File: config.mk
export PLATFORM = sky130hd
export DESIGN_NAME = rf_wport_arbiter
export DESIGN_NICKNAME = d
export VERILOG_FILES = /design/src/rtl/rf_wport_arbiter.sv
export SDC_FILE = /design/constraint.sdc
export NUM_CORES = 1
export LEC_CHECK = 0
export CAP_MARGIN = 20
export CORE_ASPECT_RATIO = 1.75
export CORE_MARGIN = 1
export CORE_UTILIZATION = 35
export DETAILED_ROUTE_END_ITERATION = 10
export SLEW_MARGIN = 20
export SYNTH_ARGS = -nofsm -noshare
export SYNTH_HDL_FRONTEND = slang
export SYNTH_SLANG_ARGS = --single-unit
export TNS_END_PERCENT = 50
File: constraint.sdc
create_clock -name clk -period 5.38 [get_ports clk]
set_input_delay 0.807 -clock clk [delete_from_list [all_inputs] [get_ports clk]]
set_output_delay 0.807 -clock clk [all_outputs]
set_load 0.005 [all_outputs]
File: src/rtl/rf_wport_arbiter.sv
// Arbitrates the single register-file write port between WB writeback and a queued
// long-latency unit, tracks pending LU destinations and forces a WB bubble on starvation.
module rf_wport_arbiter #(
  parameter int DEPTH        = 2,
  parameter int STARVE_LIMIT = 4
) (
  input  logic        clk,
  input  logic        resetn,
  input  logic [37:0] ws_to_rf_bus,
  input  logic        lu_issue_valid,
  input  logic [4:0]  lu_issue_dest,
  input  logic        lu_req_valid,
  output logic        lu_req_ready,
  input  logic [4:0]  lu_req_dest,
  input  logic [31:0] lu_req_data,
  output logic        ms_hold,
  input  logic [4:0]  ds_rs,
  input  logic [4:0]  ds_rt,
  output logic        ds_rs_busy,
  output logic        ds_rt_busy,
  output logic        rf_we,
  output logic [4:0]  rf_waddr,
  output logic [31:0] rf_wdata,
  output logic        err_sticky
);

  localparam int AW = $clog2(DEPTH);
  localparam int CW = $clog2(STARVE_LIMIT + 1);
  localparam logic [CW-1:0] LIMIT_C = CW'(STARVE_LIMIT);

  typedef logic [AW:0] ptr_t;

  function automatic logic [CW-1:0] sat_inc(input logic [CW-1:0] v);
    return (v >= LIMIT_C) ? v : CW'(v + 1'b1);
  endfunction

  logic        ws_we;
  logic [4:0]  ws_addr;
  logic [31:0] ws_data;
  assign {ws_we, ws_addr, ws_data} = ws_to_rf_bus;

  logic [4:0]  fifo_dest [DEPTH];
  logic [31:0] fifo_data [DEPTH];
  ptr_t        wptr, rptr;
  logic        empty, full;
  logic [31:0] pend, pend_next, set_vec, clr_vec;
  logic [CW-1:0] starve_cnt, starve_next;

  logic        pop, byp, drain, push;
  logic [4:0]  drain_dest;
  logic [31:0] drain_data;
  logic        err_issue, err_res, err_waw;

  // Full when the wrap bits differ but the index bits match
  assign empty = (wptr == rptr);
  assign full  = (wptr[AW] != rptr[AW]) && (wptr[AW-1:0] == rptr[AW-1:0]);
  assign lu_req_ready = !full;

  always_comb begin
    pop        = 1'b0;
    byp        = 1'b0;
    drain_dest = lu_req_dest;
    drain_data = lu_req_data;
    if (!ws_we && !empty) begin
      pop        = 1'b1;
      drain_dest = fifo_dest[rptr[AW-1:0]];
      drain_data = fifo_data[rptr[AW-1:0]];
    end else if (!ws_we && lu_req_valid) begin
      byp = 1'b1;
    end
  end

  assign drain = pop | byp;
  assign push  = lu_req_valid && lu_req_ready && !byp;

  // $0 writes are consumed (and drained) but never reach the RF
  assign rf_we    = resetn && (ws_we ? (ws_addr != 5'd0) : (drain && (drain_dest != 5'd0)));
  assign rf_waddr = ws_we ? ws_addr : drain_dest;
  assign rf_wdata = ws_we ? ws_data : drain_data;

  assign set_vec   = (lu_issue_valid && (lu_issue_dest != 5'd0)) ? (32'd1 << lu_issue_dest) : 32'd0;
  assign clr_vec   = drain ? (32'd1 << drain_dest) : 32'd0;
  assign pend_next = (pend & ~clr_vec) | set_vec;

  assign ds_rs_busy = (ds_rs != 5'd0) && pend[ds_rs];
  assign ds_rt_busy = (ds_rt != 5'd0) && pend[ds_rt];

  assign err_issue = lu_issue_valid && (lu_issue_dest != 5'd0) && pend[lu_issue_dest]
                     && !(drain && (drain_dest == lu_issue_dest));
  assign err_res   = (byp || push) && (lu_req_dest != 5'd0) && !pend[lu_req_dest]
                     && !(lu_issue_valid && (lu_issue_dest == lu_req_dest));
  assign err_waw   = ws_we && (ws_addr != 5'd0) && pend[ws_addr];

  assign starve_next = (empty || pop) ? '0 : sat_inc(starve_cnt);

  always_ff @(posedge clk or negedge resetn) begin
    if (!resetn) begin
      wptr       <= '0;
      rptr       <= '0;
      pend       <= '0;
      starve_cnt <= '0;
      ms_hold    <= 1'b0;
      err_sticky <= 1'b0;
    end else begin
      if (push) wptr <= wptr + ptr_t'(1);
      if (pop)  rptr <= rptr + ptr_t'(1);
      pend       <= pend_next;
      starve_cnt <= starve_next;
      ms_hold    <= (starve_next >= LIMIT_C);
      if (err_issue || err_res || err_waw) err_sticky <= 1'b1;
    end
  end

  // FIFO payload needs no reset; validity lives in the pointers
  always_ff @(posedge clk) begin
    if (push) begin
      fifo_dest[wptr[AW-1:0]] <= lu_req_dest;
      fifo_data[wptr[AW-1:0]] <= lu_req_data;
    end
  end

endmodule

==> impl_metrics.tcl, run 1 <==
set metrics [dict create \
    status "completed" \
    drtIter0Drc 422 \
    path_clk_slew_ps 60 \
    dr.pass1.iters 5 \
    via_per_inst 5.687 \
    setup_viol 0 \
    pre_cts_ws_ps 1160 \
    async_flop_share_pct 35.09 \
    die_w_um 107.0 \
    cpPeakStageDelay_ps 790 \
    yosys-top-cells-area "edfxtp_1 33%, dfrtp_1 15%, mux4_2 14%" \
    yosys_register_bits 114 \
    grt_use_met2_pct 37.73 \
    h-tree-depth 4 \
    yosysTopAreaCell "edfxtp_1" \
    synth_warnings 0 \
    cts_hold_buf 0 \
    area_growth_pct 31.14 \
    period_share_pct 78.12 \
    clock_skew_ps 9.621 \
    routed_wl_mm 20.42 \
    drcViolationCount 0 \
    slew_violations 0 \
    critical_path_class "in2out" \
    final_layout_size_suffix_gt1_share_pct 15.38 \
    clk_latency_ps 420 \
    synth_nets 687 \
    start_util_pct 36.04 \
    grt_usage_pct 21.16 \
    tightest_slew_ps 958.3 \
    syn_inst 591 \
    fmax_ghz 0.2379 \
    post-cts-setup-buffers 0 \
    synthesis.area_um2 6755 \
    critPathArrivalTime_ps 3400 \
    final_util_pct 47.26 \
    grt_pass1_wl_mm 31.31 \
    synth_ff_type "edfxtp_1" \
    num-nets-final 811 \
    path_cells "clkdlybuf4s50_1, mux4_2, mux4_2, mux2_2, clkdlybuf4s50_1" \
    cts_buffers 17 \
    num_io_pins 137 \
    cts_root_buffer "clkbuf_16" \
    die_y_um 185.8 \
    place_area_um2 8303 \
    clock_sinks 114 \
    end_kind "output pin" \
    antenna_cells 0 \
    power_leakage_nw 3.231 \
    wl_per_cell_um 21.14 \
    hold_violations 0 \
    holdWs_ps 464.1 \
    fp.dieArea_um2 19880 \
    synth_top_area_share_pct 32.89 \
    gr-total-overflow 0 \
    cp_slowest_cell "clkdlybuf4s50_1" \
    synth_cell_types 56 \
    core_um2 18750 \
    setup_ws_ps 1177 \
    power_density_nw_per_um2 552.4 \
    cts_resized 0 \
    grt_max_degree 81 \
    antenna_found_initial 0 \
    maxCapViolations 0 \
    final_cell_area_um2 8859 \
    relSlewSlack_pct 35.77 \
    synth_edf_count 74 \
    grt_busiest_layer "met2" \
    cp.required_ps 4570 \
    synth_area_per_cell_um2 11.43 \
    place_hpwl_mm 14.80 \
    fillCellCount 1752 \
    cts_buffer_depth 2 \
    finalSetupTns_ps 0 \
    cp_max_fo 9 \
    final_antenna_net_count 0 \
    crit_family "multiplexers" \
    yosysSeqAreaShare_pct 47.71 \
    irDropWorstVdd_v 0.0003711 \
    hp-class "in2async" \
    globalplace.congestion 0.9138 \
    cts_tree "yes" \
    io_buffers 136 \
    met1_usage_pct 23.56 \
    via_count 5494 \
    critPathLaunchType "input port" \
    use_met3_pct 3.746 \
    rows 66 \
    critPathBufInv 2 \
    grt_pass1_vias 5494 \
    rsz0062_at_grt "no" \
    min_period_ps 4203 \
]
-- cells by family (layout without fill, tap and decap cells) --
kind of cell / after synthesis / count (layout) / synth area share, %
compound gates: 174 / 174 / 15.15
simple gates: 142 / 142 / 9.168
flops: 114 / 114 / 47.71
mux: 101 / 101 / 22.78
buf+inv: 46 / 183 / 2.815
xor+xnor: 12 / 12 / 2.000
fa+ha+maj: 2 / 2 / 0.3704
-- synthesized netlist by cell type, drive strengths merged, types with 2 or more instances --
cell type / count
nor2b: 7
a21oi: 5
dfrtp: 40
a41oi: 3
nor3: 4
xnor2: 7
a211oi: 5
mux2i: 48
nand2: 91
nor2: 13
nand4: 4
mux4: 41
a32oi: 2
a2111oi: 2
edfxtp: 74
o2bb2ai: 3
o211ai: 4
and2: 2
mux2: 12
nand2b: 2
inv: 9
nand3: 14
xor2: 5
o21ai: 137
clkbuf: 25
buf: 12
ha: 2
nor4: 2
a21boi: 3
-- worst paths after layout --
kind                            slack, ps          endpoint  cells past startpoint       start
worst min-delay path                  460          pend[11]                      2      resetn
min in group clk                      530        err_sticky                      2  err_sticky
worst max-delay path                 1180        ds_rs_busy                      5    ds_rs[0]
max in group asynchronous            4520           rptr[0]                      2      resetn
worst max register to register       2100  fifo_data[0][29]                      5     rptr[0]
worst min register to register        530        err_sticky                      2  err_sticky
-- metal layers --
metal / vias to the layer above / wire (µm)
met5: - / 0
met1: 2601 / 7360
li1: 2511 / -
met2: 311 / 10570
met3: 71 / 1450
met4: 0 / 1045
-- worst reg2reg max path, cell delays in order, from the launching register on --
cell and delay (ps):
dfrtp_2 680, xnor2_2 310, nand2_4 540, nor2_1 150, nor3_2 760, buf_4 490
-- through the flow --
stage | total power [mW] | instances
final | 4.894 | 966
after global routing | 5.197 | 966
after CTS | 4.920 | 966
after detailed placement | 3.865 | 934
after global placement | 3.822 | 934
after floorplan | 2.944 | 591
-- sequential cells by signal, indices dropped and copies added, names as in the netlist --
register,flops
wptr,2
starve_cnt,2
fifo_dest,10
pend,32
ms_hold,1
err_sticky,1
rptr,2
fifo_data,64
-- cell usage in the layout (no fill, tap or decap), types with 9 or more instances in the layout --
cell type,instances
clkdlybuf4s50_1,134
o21ai_0,100
mux4_2,41
clkbuf_16,17
nand2_1,88
mux2_2,11
edfxtp_1,74
mux2i_1,48
nor2_1,13
nand3_1,14
inv_1,9
dfrtp_1,39
o21ai_1,34
-- area by class of cell --
cell class | instances | area [µm²] | share of cell area, %
well taps | 238 | 297.8 | 3.362
flip-flops and latches | 114 | 3224 | 36.40
clock inverters | 15 | 125.1 | 1.412
inverters | 9 | 33.78 | 0.3814
repair buffers | 142 | 1396 | 15.76
multi-input cells | 431 | 3356 | 37.88
clock buffers | 17 | 425.4 | 4.802
-- power by group --
part | internal (mW) | switching (mW)
sequential | 1.29 | 0.395
clock | 0.601 | 0.448
combinational | 1.03 | 1.12
total | 2.93 | 1.97
No activity file was read; power rests on OpenSTA's default activity.
==> run 2, diff against run 1 <==
clock period = 4.25 ns   (was 5.38 ns; I/O delays follow)
==> impl_metrics.tcl, run 2 (synthesized netlist as in run 1, its figures left out) <==
set metrics [dict create \
    status "completed" \
    cpPeakStageDelay_ps 550 \
    die_w_um 107.0 \
    critPathBufInv 1 \
    final_antenna_net_count 0 \
    pre_cts_ws_ps 371.9 \
    die_y_um 185.8 \
    antenna_found_initial 0 \
    rows 66 \
    area_growth_pct 32.54 \
    mostFrequentLayoutCell "clkdlybuf4s50_1" \
    cp_max_fo 11 \
    setup_ws_ps 366.2 \
    antenna_cells 0 \
    power_density_nw_per_um2 711.2 \
    relSlewSlack_pct 37.43 \
    via_per_inst 5.762 \
    grt_max_degree 66 \
    critical_path_class "reg2out" \
    period_share_pct 91.38 \
    core_um2 18750 \
    fp.dieArea_um2 19880 \
    min_period_ps 3884 \
    critPathLaunchType "flip-flop" \
    cts_tree "yes" \
    h-tree-depth 4 \
    tightest_slew_ps 938.6 \
    grt_usage_pct 20.72 \
    power_leakage_nw 3.274 \
    place_hpwl_mm 15.06 \
    drtIter0Drc 412 \
    drcViolationCount 0 \
    grt_pass1_wl_mm 30.51 \
    multi_input_area_um2 3351 \
    hp-class "in2async" \
    clk_latency_ps 420 \
    setup_viol 0 \
    fmax_ghz 0.2575 \
    final_cell_mix "134 x clkdlybuf4s50_1, 100 x o21ai_0, 88 x nand2_1" \
    routed_wl_mm 20.24 \
    globalplace.congestion 0.9811 \
    dr.pass1.iters 5 \
    irDropWorstVdd_v 0.0003124 \
    clock_sinks 114 \
    clock_skew_ps 15.24 \
    maxCapViolations 0 \
    cp_slowest_cell "xnor2_2" \
    cts_buffer_depth 2 \
    cts_root_buffer "clkbuf_16" \
    crit_family "compound AO/OA/AOI/OAI gates" \
    gr-total-overflow 0 \
    end_kind "output pin" \
    wl_per_cell_um 20.86 \
    finalSetupTns_ps 0 \
    grt_pass1_vias 5598 \
    regArea_um2 3224 \
    final_layout_size_suffix_gt1_share_pct 15.71 \
    via_count 5589 \
    post-cts-setup-buffers 0 \
    path_cells "xnor2_2, a2111oi_4, a31oi_2, nor3_2, nor3_1, o31a_1, clkdlybuf4s50_1" \
    start_util_pct 36.04 \
    rsz0062_at_grt "no" \
    critPathArrivalTime_ps 3250 \
    cts_resized 0 \
    cts_hold_buf 0 \
    hold_violations 0 \
    num_io_pins 137 \
    cp.required_ps 3610 \
    path_clk_slew_ps 60 \
    io_buffers 136 \
    slew_violations 0 \
    fillCellCount 1696 \
    num-nets-final 815 \
    largest_reg_flops 64 \
    cts_buffers 17 \
]
-- run 2: cell types whose count changed in the layout (fill, tap and decap cells not counted) --
cell / delta
buf_4: +3
bufinv_16: +3
inv_8: -2
buf_12: +1
clkbuf_1: +1
clkinv_2: -1
inv_6: -1
nand2_2: +1
nand2_4: -1
-- run 2: final timing paths --
path	from	cells after the start	to	slack, ps
max	rptr[0]	7	rf_we	370
max reg2reg	rptr[0]	7	wptr[1]	1290
min in group clk	err_sticky	2	err_sticky	550
min reg2reg	err_sticky	2	err_sticky	550
min	resetn	2	pend[12]	380
max in group asynchronous	resetn	2	rptr[0]	3480
-- run 2: area by class of cell --
class / count / area share, %
clock buffers: 18 / 4.793
clock inverters: 14 / 1.998
inverters: 9 / 0.3773
multi-input cells: 431 / 37.42
flip-flops and latches: 114 / 36.01
well taps: 238 / 3.326
repair buffers: 146 / 16.07
-- run 2: report_power, final --
| group | internal [mW] | leakage (nW) | total (mW) | switching, mW |
|---|---|---|---|---|
| Combinational | 1.34 | 1.81 | 2.79 | 1.45 |
| Clock | 0.930 | 0.288 | 1.47 | 0.539 |
| Sequential | 1.64 | 1.17 | 2.11 | 0.470 |
-- run 2: metal layers --
layer  global-route usage, %  routed length, µm  vias up
met3                   3.887               1286       91
met5                       0                  0        -
li1                        -                  -     2518
met2                   36.77              10510      315
met1                   22.34               7264     2665
met4                   13.37               1170        0
-- run 2: stage by stage --
step	hold slack (ps)	area, µm²	power [mW]	cells	utilization, %
2_1_floorplan	341.9	6755	3.727	591	-
3_3_place_gp	534.9	8346	4.849	938	44.52
3_5_place_dp	547.4	8346	4.909	938	44.52
4_1_cts	386.8	8954	6.401	970	47.76
5_1_grt	403.8	8954	6.744	970	47.76
6_report	383.5	8954	6.368	970	47.76
